**config.mk**
```make
export PLATFORM = sky130hd
export DESIGN_NAME = sec_counter_bcd
export DESIGN_NICKNAME = d
export VERILOG_FILES = /design/src/rtl/sec_counter_bcd.sv
export SDC_FILE = /design/constraint.sdc
export NUM_CORES = 1
export LEC_CHECK = 0
export CAP_MARGIN = 15
export CORE_MARGIN = 1
export CORE_UTILIZATION = 55
export DETAILED_ROUTE_END_ITERATION = 8
export PLACE_DENSITY = 0.75
export SETUP_SLACK_MARGIN = 0.15
export SYNTH_ARGS = -nofsm -noshare
export SYNTH_HDL_FRONTEND = slang
export SYNTH_SLANG_ARGS = --single-unit
```
**constraint.sdc**
```tcl
create_clock -name mclk -period 3.53 [get_ports mclk]
set_clock_uncertainty 0.05 [all_clocks]
set_input_delay 0.706 -clock mclk [delete_from_list [all_inputs] [get_ports mclk]]
set_output_delay 0.706 -clock mclk [all_outputs]
set_load 0.005 [all_outputs]
```
**src/rtl/sec_counter_bcd.sv**
```systemverilog
// Seconds timebase and two-digit BCD counter (00-59) with run/stop button control.
// Feeds the downstream 7-segment decoder with a 4-bit units and 3-bit tens digit.
module sec_counter_bcd #(
  parameter int unsigned DIV = 50_000_000,
  parameter int unsigned PW  = 26
) (
  input  logic       mclk,
  input  logic       rst,
  input  logic       btn_run,
  input  logic       clr,
  output logic [3:0] sec_ones,
  output logic [2:0] sec_tens,
  output logic       running,
  output logic       tick,
  output logic       wrap
);

  typedef enum logic {STOP = 1'b0, RUN = 1'b1} state_t;

  localparam logic [PW-1:0] PRESC_MAX = PW'(DIV - 1);

  state_t        state;
  logic          sync1;
  logic          sync2;
  logic          prev;
  logic [PW-1:0] presc;
  logic          btn_edge_c;
  logic          step_c;

  // Two-flop synchroniser plus a delayed copy for rising-edge detection
  always_ff @(posedge mclk or posedge rst) begin
    if (rst) begin
      sync1 <= 1'b0;
      sync2 <= 1'b0;
      prev  <= 1'b0;
    end else begin
      sync1 <= btn_run;
      sync2 <= sync1;
      prev  <= sync2;
    end
  end

  assign btn_edge_c = sync2 & ~prev;
  assign step_c     = (state == RUN) && (presc == PRESC_MAX);

  // Run/stop state, prescaler and BCD digits; clr overrides steps and button edges
  always_ff @(posedge mclk or posedge rst) begin
    if (rst) begin
      state    <= STOP;
      presc    <= '0;
      sec_ones <= 4'd0;
      sec_tens <= 3'd0;
      running  <= 1'b0;
      tick     <= 1'b0;
      wrap     <= 1'b0;
    end else if (clr) begin
      state    <= STOP;
      presc    <= '0;
      sec_ones <= 4'd0;
      sec_tens <= 3'd0;
      running  <= 1'b0;
      tick     <= 1'b0;
      wrap     <= 1'b0;
    end else begin
      running <= (state == RUN);
      tick    <= step_c;
      wrap    <= 1'b0;

      if (btn_edge_c) begin
        state <= (state == RUN) ? STOP : RUN;
      end

      // Prescaler holds in STOP so a pause keeps the sub-second phase
      if (state == RUN) begin
        presc <= step_c ? '0 : presc + PW'(1);
      end

      if (step_c) begin
        if (sec_ones >= 4'd9) begin
          sec_ones <= 4'd0;
        end else begin
          sec_ones <= sec_ones + 4'd1;
        end

        // Out-of-range tens recovers to 0; a real carry comes only from units == 9
        if (sec_tens > 3'd5) begin
          sec_tens <= 3'd0;
        end else if (sec_ones == 4'd9) begin
          if (sec_tens == 3'd5) begin
            sec_tens <= 3'd0;
            wrap     <= 1'b1;
          end else begin
            sec_tens <= sec_tens + 3'd1;
          end
        end
      end
    end
  end

endmodule
```
### Word level (Yosys, flattened, before mapping)

Cells that the tools add are included.

* add/subtract/negate cells: 3
* $lt $le $gt $ge: 2
* equality and inequality tests: 3
* multiplexer cells: 21
* bitwise logic cells: 2
* reductions and logical operators: 6

Operators by type and width (number)
* two-way mux 26 bit: 3
* adder 26 x 1 -> 26 bit (second input constant): 1
* == test 26 bit (second input constant): 1
* two-way mux 3 bit: 5
* two-way mux 4 bit: 3
* two-way mux 1 bit: 10
* nonzero test 2 bit: 3
* adder 4 x 1 -> 4 bit (second input constant): 1
* == test 4 bit (second input constant): 1
* >= comparator 4 bit (second input constant): 1
* adder 3 x 1 -> 3 bit (second input constant): 1
* == test 3 bit (second input constant): 1
* > comparator 3 bit (second input constant): 1
* nonzero test 3 bit: 1
* AND reduction 2 bit: 1
* bitwise AND 1 bit: 1
* logical AND 1 bit: 1
* inverter 1 bit: 1

* flip-flop bits (word level): 40
* bits of input ports: 4

### Logic depth before layout (Yosys ltp)

Gate-level depths: netlist of the first run.

* word-level depth: 6
* depth in mapped cells: 8
* mapped depth without buffers: 7

### Worst setup path before layout of the first run

No wires, ideal clock.

* path kind: register to register
* from: register presc[8]
* to: register sec_tens[1]
* library setup time: 0.104 ns
* arrival time: 2.226 ns
* data required time: 3.376 ns
* setup slack: 1.150 ns
* cell stages (with the launch flop): 6
* cell sequence: dfrtp_1 -> or4_4 -> or4_1 -> or3_4 -> or3_1 -> o311ai_1

* longest elaborated chain between the ends: 4

RTL lines
* start: declaration: RTL line 26 `logic [PW-1:0] presc;`
* start signal: assignment: RTL line 75 `presc <= step_c ? '0 : presc + PW'(1);`
* == test 26 bit: RTL line 44 `assign step_c = (state == RUN) && (presc == PRESC_MAX);`
* logical AND 1 bit: RTL line 44
* nonzero test 2 bit (no source line)
* AND reduction 2 bit (no source line)
* end signal: assignment: RTL line 93 `sec_tens <= sec_tens + 3'd1;`
* end: declaration: RTL line 12 `output logic [2:0] sec_tens,`

No other way between the ends.
A chain may end at the register's enable or synchronous reset.

### Final worst setup path of the first run

* from: register presc[9]
* to: register presc[8]

* longest elaborated chain between the ends: 5

RTL lines
* == test 26 bit: RTL line 44
* logical AND 1 bit: RTL line 44
* two-way mux 26 bit: RTL line 75
* two-way mux 26 bit: RTL line 74 `if (state == RUN) begin`
* two-way mux 26 bit: RTL line 56 `end else if (clr) begin`

No other way between the ends. The select of a mux whose other input is x is not followed.

==> impl_metrics.yaml, run 1 <==
synth:
  synth-xor-area-share: 0.0827
  synth.most_common_cell: "dfrtp_1"
  yosys-top-cells-area: "dfrtp_1 (47%), nor2_1 (6.0%), xor2_1 (4.6%), nand4_1 (3.8%), nand2_1 (3.7%)"
  synthMuxAreaShare: 0.00946
  synth_compound_area_frac: 0.0768
  synth-seq-cells: 40
  synth_edf_count: 0
  yosys-top-cells-count: "dfrtp_1 (40), nor2_1 (34), nand2_1 (21)"
  synth_top_family_by_area: "simple AND/OR/NAND/NOR gates"
  yosys_warnings: 0
  syn_nets: 233
  yosys.area_share.simple: 0.309
  synth_top_flop_cell: "dfrtp_1"
  syn-mean-instance-area_um2: 9.45
  synth_top_area_frac: 0.473
  synth_top_cell_by_area: "dfrtp_1"
  synth_cell_types: 40
  synth-async-reset-ratio: 1.00
  synth_fa_ha_area_frac: 0.0296
  netlist_instances: 224
  yosysSeqAreaShare: 0.473
  netlist_area_mm2: 0.00212
detailed_routing:
  drc: 0
  viasPerCell: 5.76
  dr_total_vias: 1670
  ant_nets: 0
  wire_per_inst_um: 14.7
  wirelength_mm: 4.26
  first_iter_violations: 164
  drtPass1Iterations: 4
power:
  p_leak_uw: 0.000998
  power_per_cell_area_mw_per_mm2: 369
  ir_drop_uv: 232
timing:
  fmax_ghz: 0.396
  rsz0062_at_grt: "no"
  holdWs_ns: 0.310
  worst_pin_slew_ns: 0.675
  min_period_ns: 2.52
  slew_viol_final: 0
  period_share: 0.715
  setup_viol: 0
  setup_slack_ns: 1.01
  hold_viol_final: 0
  relSlewSlack: 0.546
  fin_tns_setup_ns: 0
worst_setup_path:
  cp-start-kind: "flop"
  critPathMaxFanout: 17
  cp_slowest_cell: "nand2_1"
  timing.critical_path.cells: "nor4b_1 > and4_1 > nand3_1 > nand2_1 > nor2_1"
  critPathKind: "flop to flop"
  crit_path_end_kind: "flop"
  cp_slowest_stage_delay_ns: 0.56
  cp_data_required_time_ns: 3.65
  arrival_ns: 2.64
global_routing:
  track_usage: 0.239
  grt.overflow.total: 0
  first_global_vias: 1585
  grt_pass1_wl_mm: 7.52
  antenna_found_initial: 0
  grt_max_degree: 41
clocking:
  cts_resized: 0
  cts_tree: "yes"
  cts.sinks: 40
  clock_path_buffers: 2
  h-tree-depth: 2
  path_clk_slew_ns: 0.08
  cts-buffers-inserted: 5
  hold_buffers: 0
  root_buffer: "clkbuf_8"
  cts_setup_buffers: 0
  clk-insertion-delay-late_ns: 0.30
cells_and_area:
  antenna_cells: 0
  area_growth_syn_to_layout_pct: 14.1
  layout-drive-gt1-share: 0.0620
  regMostFlops: "presc"
  fin_nets: 250
  fill_cells: 325
  fin_util: 0.655
  fin_area_mm2: 0.00241
  largest_reg_flops: 26
  largestRegisters: "presc (26), sec_ones (4), sec_tens (3)"
hold_path:
  hold_path.class: "flop to flop"
floorplanning:
  std_cell_rows: 22
  initial_core_util: 0.574
  die_h_um: 64.0
  core-area_mm2: 0.00369
  die_w_um: 64.0
  ios: 14
  dieArea_mm2: 0.00410
placement:
  io_buffer_count: 13
  hpwlAfterDp_mm: 2.90
  globalplace.congestion: 0.850
  placement.cell_area_mm2: 0.00230
  pre_cts_ws_ns: 0.838
run_status:
  status: "finished clean"
job:
  maxCapViolCount: 0
==> path summary, 6_finish.rpt <==
kind                           from        to  slack, ns  cells past startpoint
min in group asynchronous       rst     sync1       0.81                      3
min reg2reg                   sync1     sync2       0.31                      0
max in group asynchronous       rst  presc[3]       2.26                      3
min                           sync1     sync2       0.31                      0
max                        presc[9]  presc[8]       1.01                      5
max reg2reg                presc[9]  presc[8]       1.01                      5
==> metrics by stage <==
stage,std cells,power [uW]
after global routing,290,928
after detailed placement,282,530
after CTS,290,901
after global placement,282,529
final,290,892
after floorplan,224,510
==> routing by layer <==
layer  up-vias  track usage  share of wire
met3         6       0.0554          0.035
li1        831            -              -
met4         0       0.0795          0.012
met5         -            0              0
met1       802        0.348           0.50
met2        31        0.347           0.45
==> cell families (layout without fill, tap and decap cells) <==
group | after synthesis | after routing
adders and majority gates | 5 | 5
DFF | 40 | 40
muxes | 2 | 2
AOI/OAI and AO/OA | 24 | 24
buffers and inverters | 11 | 29
and+or+nand+nor | 122 | 122
xor gates and xnor gates | 20 | 20
==> area by class of cell <==
type	instances	area, um^2	area share
clock inverter	3	42.5	0.0176
timing repair buffer	15	145	0.0601
tap	48	60.1	0.0249
multi-input combinational	173	1070	0.445
clock buffer	5	68.8	0.0285
sequential	40	1000	0.415
inverter	6	22.5	0.00933
==> worst max-delay path, delay by kind of cell (launching register included) <==
kind | cells | cell delay [ns]
simple gates | 5 | 1.88
flops | 1 | 0.45
==> power breakdown <==
| part | internal (uW) | switching (uW) | leakage, uW |
|---|---|---|---|
| clock | 209 | 163 | 0.0000541 |
| combinational | 17.9 | 26.5 | 0.000394 |
| sequential | 464 | 11.6 | 0.000550 |
| total | 691 | 201 | 0.000998 |
==> cell usage in the layout, fill, tap and decap left out, drive strengths merged, types with 3 or more instances in the layout <==
cell type / netlist / routed
nand2: 21 / 21
a21o: 3 / 3
and4: 4 / 4
or3: 4 / 4
a21oi: 8 / 8
inv: 6 / 6
clkdlybuf4s50: 0 / 13
nor3: 4 / 4
nor2: 34 / 34
clkbuf: 5 / 5
nand4: 13 / 13
xor2: 11 / 11
and3: 4 / 4
nor4: 7 / 7
xnor2: 9 / 9
o311ai: 3 / 3
o21ai: 3 / 3
ha: 5 / 5
nand3: 15 / 15
or4: 4 / 4
nor2b: 3 / 3
a22o: 3 / 3
dfrtp: 40 / 40
Power figures use the tool's default switching activity.
==> run 2: changes to the inputs <==
Settings changed: CORE_UTILIZATION 55 to 52, PLACE_DENSITY 0.75 to 0.74.
Clock period 3.53 ns to 2.1 ns, I/O delays scaled along.
==> run 2 against run 1 <==
Effect of this change:
- count of clock-buffer cells in the layout stayed put
- routed wire length is 28% higher
- the run now ends with negative setup slack left
- highest routed layer unchanged
- sequential power is 66% higher
- utilization is 10 points higher
- fmax is 11% higher
- largest cell class unchanged
==> impl_metrics.yaml, run 2 (synthesis gave the netlist of run 1 again) <==
worst_setup_path:
  reg2regPathDepth: 6
  critPathKind: "flop to flop"
  crit_path_end_kind: "flop"
  critPathMaxFanout: 6
  cp-start-kind: "flop"
  arrival_ns: 2.44
  cp_data_required_time_ns: 2.27
cells_and_area:
  final_cell_mix: "dfrtp_1 (40), buf_4 (39), nor2_1 (33)"
  antenna_cells: 0
  fin_cells: 334
  fin_nets: 294
  area_growth_syn_to_layout_pct: 35.1
  layout-drive-gt1-share: 0.269
  regMostFlops: "presc"
  fin_area_mm2: 0.00286
  largest_reg_flops: 26
  largestRegisters: "presc (26), sec_ones (4), sec_tens (3)"
  final_common_cell: "dfrtp_1"
placement:
  globalplace.congestion: 0.863
  placement.cell_area_mm2: 0.00259
  io_buffer_count: 13
  dp_cells: 317
  hpwlAfterDp_mm: 3.58
timing:
  setup_slack_ns: -0.168
  worst_pin_slew_ns: 0.555
  slew_viol_final: 0
  fin_tns_setup_ns: -1.10
  rsz0062_at_grt: "yes"
  hold_viol_final: 0
  min_period_ns: 2.27
  fmax_ghz: 0.441
  period_share: 1.08
  holdWs_ns: 0.312
  relSlewSlack: 0.627
  setup_viol: 12
detailed_routing:
  drtPass1Iterations: 4
  dr_total_vias: 1947
  wire_per_inst_um: 16.3
  first_iter_violations: 86
  viasPerCell: 5.83
  ant_nets: 0
  drc: 0
  wirelength_mm: 5.46
run_status:
  status: "complete, but fails checks"
  failed_checks: "negative setup slack"
power:
  p_sw_frac: 0.247
  ir_drop_uv: 332
  seqPwrFrac: 0.560
  power_switching_uw: 348
  p_total_uw: 1410
  p_int_uw: 1060
  p_leak_uw: 0.00124
  clkPwrFrac: 0.356
  power_per_cell_area_mw_per_mm2: 494
  pwr-share-comb: 0.084
global_routing:
  track_usage: 0.269
  grt.overflow.total: 0
  grt_max_degree: 41
  antenna_found_initial: 0
  first_global_vias: 1848
  grt_pass1_wl_mm: 8.66
floorplanning:
  die_w_um: 65.8
  ios: 14
  std_cell_rows: 22
  initial_core_util: 0.561
  dieArea_mm2: 0.00433
  die_h_um: 65.8
  core-area_mm2: 0.00377
clocking:
  clk-insertion-delay-late_ns: 0.30
  h-tree-depth: 2
  cts.sinks: 40
  hold_buffers: 0
  path_clk_slew_ns: 0.08
  cts_tree: "yes"
  root_buffer: "clkbuf_8"
  clock_path_buffers: 2
  cts-buffers-inserted: 5
hold_path:
  hold_path.class: "flop to flop"
  hold_depth: 0
job:
  maxCapViolCount: 0
-- run 2: metrics by stage --
stage,utilization,setup slack (ns)
after global placement,0.687,-0.139
after floorplan,-,-0.213
final,0.758,-0.168
after detailed placement,0.687,-0.188
after CTS,0.742,-0.164
after global routing,0.758,-0.254
-- run 2: layout make-up --
class,count,area [um^2]
Inverter,6,22.5
Multi-Input combinational cell,173,1160
Clock inverter,3,18.8
Clock buffer,5,68.8
Sequential cell,40,1000
Tap cell,48,60.1
Timing Repair Buffer,59,524
Fill cell,270,911
-- run 2: critical path: stages (launching register included) --
cell and delay (ns):
dfrtp_1 0.38, or4_4 0.53, buf_4 0.15, nor4_4 0.22, nand3_4 0.18, or4b_1 0.52
a21oi_2 0.16
-- run 2: repair_timing --
item,in CTS,in global routing
gates resized for setup,17,7
cloned,0,1
buffers inserted,6,2
endpoints found under the setup margin,31,32
pin swaps,8,4
-- run 2: power groups by stage --
stage / logic [uW] / registers [uW] / clock network [uW]
floorplan: 53.6 / 805 / 0
global placement: 105 / 805 / 0
detailed placement: 106 / 805 / 0
CTS: 113 / 791 / 509
global route: 131 / 792 / 546
finish: 118 / 791 / 503
-- run 2: final timing paths --
check | to | start | slack [ns]
worst max-delay path | sec_ones[2] | presc[7] | -0.17
worst max register to register | sec_ones[2] | presc[7] | -0.17
worst min register to register | sync2 | sync1 | 0.31
min in group asynchronous | presc[14] | rst | 0.51
max in group asynchronous | presc[0] | rst | 1.15
worst min-delay path | sync2 | sync1 | 0.31
-- run 2: per-layer routing --
layer | vias up | GRT usage | routed length (um)
li1 | 921 | - | -
met3 | 13 | 0.0517 | 290
met2 | 64 | 0.450 | 2700
met5 | - | 0 | 0
met1 | 949 | 0.347 | 2350
met4 | 0 | 0.0897 | 112
==> run 3: changes to the inputs <==
Settings changed: CORE_UTILIZATION 52 to 55, PLACE_DENSITY 0.74 to 0.75, SETUP_SLACK_MARGIN 0.15 to 0.05.
Clock period 2.1 ns to 2.6 ns, I/O delays scaled along.
==> run 3 against run 2 <==
Effect of this change:
- the flow now finishes without violations
- via count decreased by 9.1%
- largest cell class unchanged
- largest power group unchanged
- critical endpoint is now sec_tens[1]
- critical path type unchanged
- highest routed layer unchanged
- utilization shrank 8.3 points
- power decreased by 13%
- sequential power is 19% lower
==> impl_metrics.yaml, run 3 (synthesis gave the netlist of run 1 again) <==
global_routing:
  grt_max_degree: 41
  grt_use_met3: 0.0536
  antenna_found_initial: 0
  busiest_layer: "met2"
  grt.overflow.total: 0
  track_usage: 0.254
  use_met2: 0.382
  first_global_vias: 1586
  grt_pass1_wl_mm: 7.85
  met1_usage: 0.360
worst_setup_path:
  crit_buf_inv: 0
  cp_slowest_stage_delay_ns: 0.55
  cp-start-kind: "flop"
  critPathKind: "flop to flop"
  cp_slowest_cell: "or4_4"
  critPathLaunch: "presc[8]"
  crit_path_end_kind: "flop"
  r2r_setup_slack_ns: 0.21
  timing.critical_path.cells: "or4_4 > or4_1 > or3_4 > or3_1 > o311ai_1"
  cp_data_required_time_ns: 2.75
  path_delay_family: "simple AND/OR/NAND/NOR gates"
  critPathMaxFanout: 4
  worstReg2RegStart: "presc[8]"
  arrival_ns: 2.54
timing:
  min_period_ns: 2.39
  fin_tns_setup_ns: 0
  fmax_ghz: 0.418
  slew_viol_final: 0
  holdWs_ns: 0.325
  setup_viol: 0
  period_share: 0.921
  hold_viol_final: 0
  relSlewSlack: 0.590
  worst_pin_slew_ns: 0.614
  rsz0062_at_grt: "no"
placement:
  hpwlAfterDp_mm: 3.20
  globalplace.congestion: 0.853
  dp_cells: 292
  io_buffer_count: 13
clocking:
  cts-buffers-inserted: 5
  cts.sinks: 40
  cts_setup_buffers: 0
  clk-insertion-delay-late_ns: 0.30
  cts_resized: 0
  cts_tree: "yes"
  hold_buffers: 0
  clock_path_buffers: 2
  path_clk_slew_ns: 0.08
  h-tree-depth: 2
  root_buffer: "clkbuf_8"
hold_path:
  hp-start: "sync1"
  hold_path.class: "flop to flop"
cells_and_area:
  final_cell_mix: "dfrtp_1 (40), nor2_1 (34), nand2_1 (21)"
  fin_util: 0.675
  largestRegisters: "presc (26), sec_ones (4), sec_tens (3)"
  layout-drive-gt1-share: 0.0992
  fin_nets: 260
  fin_cells: 300
  largest_reg_flops: 26
  area_growth_syn_to_layout_pct: 17.6
  fill_cells: 312
  regMostFlops: "presc"
  antenna_cells: 0
  final_common_cell: "dfrtp_1"
floorplanning:
  core-area_mm2: 0.00369
  dieArea_mm2: 0.00410
  die_h_um: 64.0
  std_cell_rows: 22
  die_w_um: 64.0
  initial_core_util: 0.574
  ios: 14
detailed_routing:
  drtPass1Iterations: 4
  wire_per_inst_um: 15.2
  first_iter_violations: 127
  wirelength_mm: 4.57
  viasPerCell: 5.90
  ant_nets: 0
  drc: 0
  dr_total_vias: 1769
power:
  ir_drop_uv: 251
  power_per_cell_area_mw_per_mm2: 492
  p_leak_uw: 0.00105
  p_total_uw: 1230
job:
  maxCapViolCount: 0
run_status:
  status: "finished clean"
## run 3: per-layer routing
| metal | vias up | part of all wire |
|---|---|---|
| li1 | 860 | - |
| met1 | 846 | 0.48 |
| met2 | 57 | 0.45 |
| met3 | 6 | 0.056 |
| met4 | 0 | 0.015 |
| met5 | - | 0 |
## run 3: layout make-up
type	count	area, um^2	area share
multi-input combinational	173	1070	0.432
tap	48	60.1	0.0241
clock inverter	3	42.5	0.0171
inverter	6	22.5	0.00905
sequential	40	1000	0.402
clock buffer	5	68.8	0.0276
timing repair buffer	25	220	0.0884
## run 3: worst paths after layout
| check | to | cells past startpoint |
|---|---|---|
| max in group asynchronous | presc[3] | 3 |
| hold / removal | sync2 | 0 |
| min in group asynchronous | presc[10] | 3 |
| hold reg to reg | sync2 | 0 |
| setup reg to reg | sec_tens[1] | 5 |
| setup / recovery | sec_tens[1] | 5 |
## run 3: through the flow
stage	instance area [um^2]	setup slack (ns)
after detailed placement	2380	0.232
after global routing	2490	0.0593
after CTS	2490	0.206
final	2490	0.205
after floorplan	2120	0.220
after global placement	2380	0.275
## run 3: power by group
group,switching (uW),internal [uW]
combinational,41.2,28.4
sequential,13.9,630
clock,228,284
total,283,943
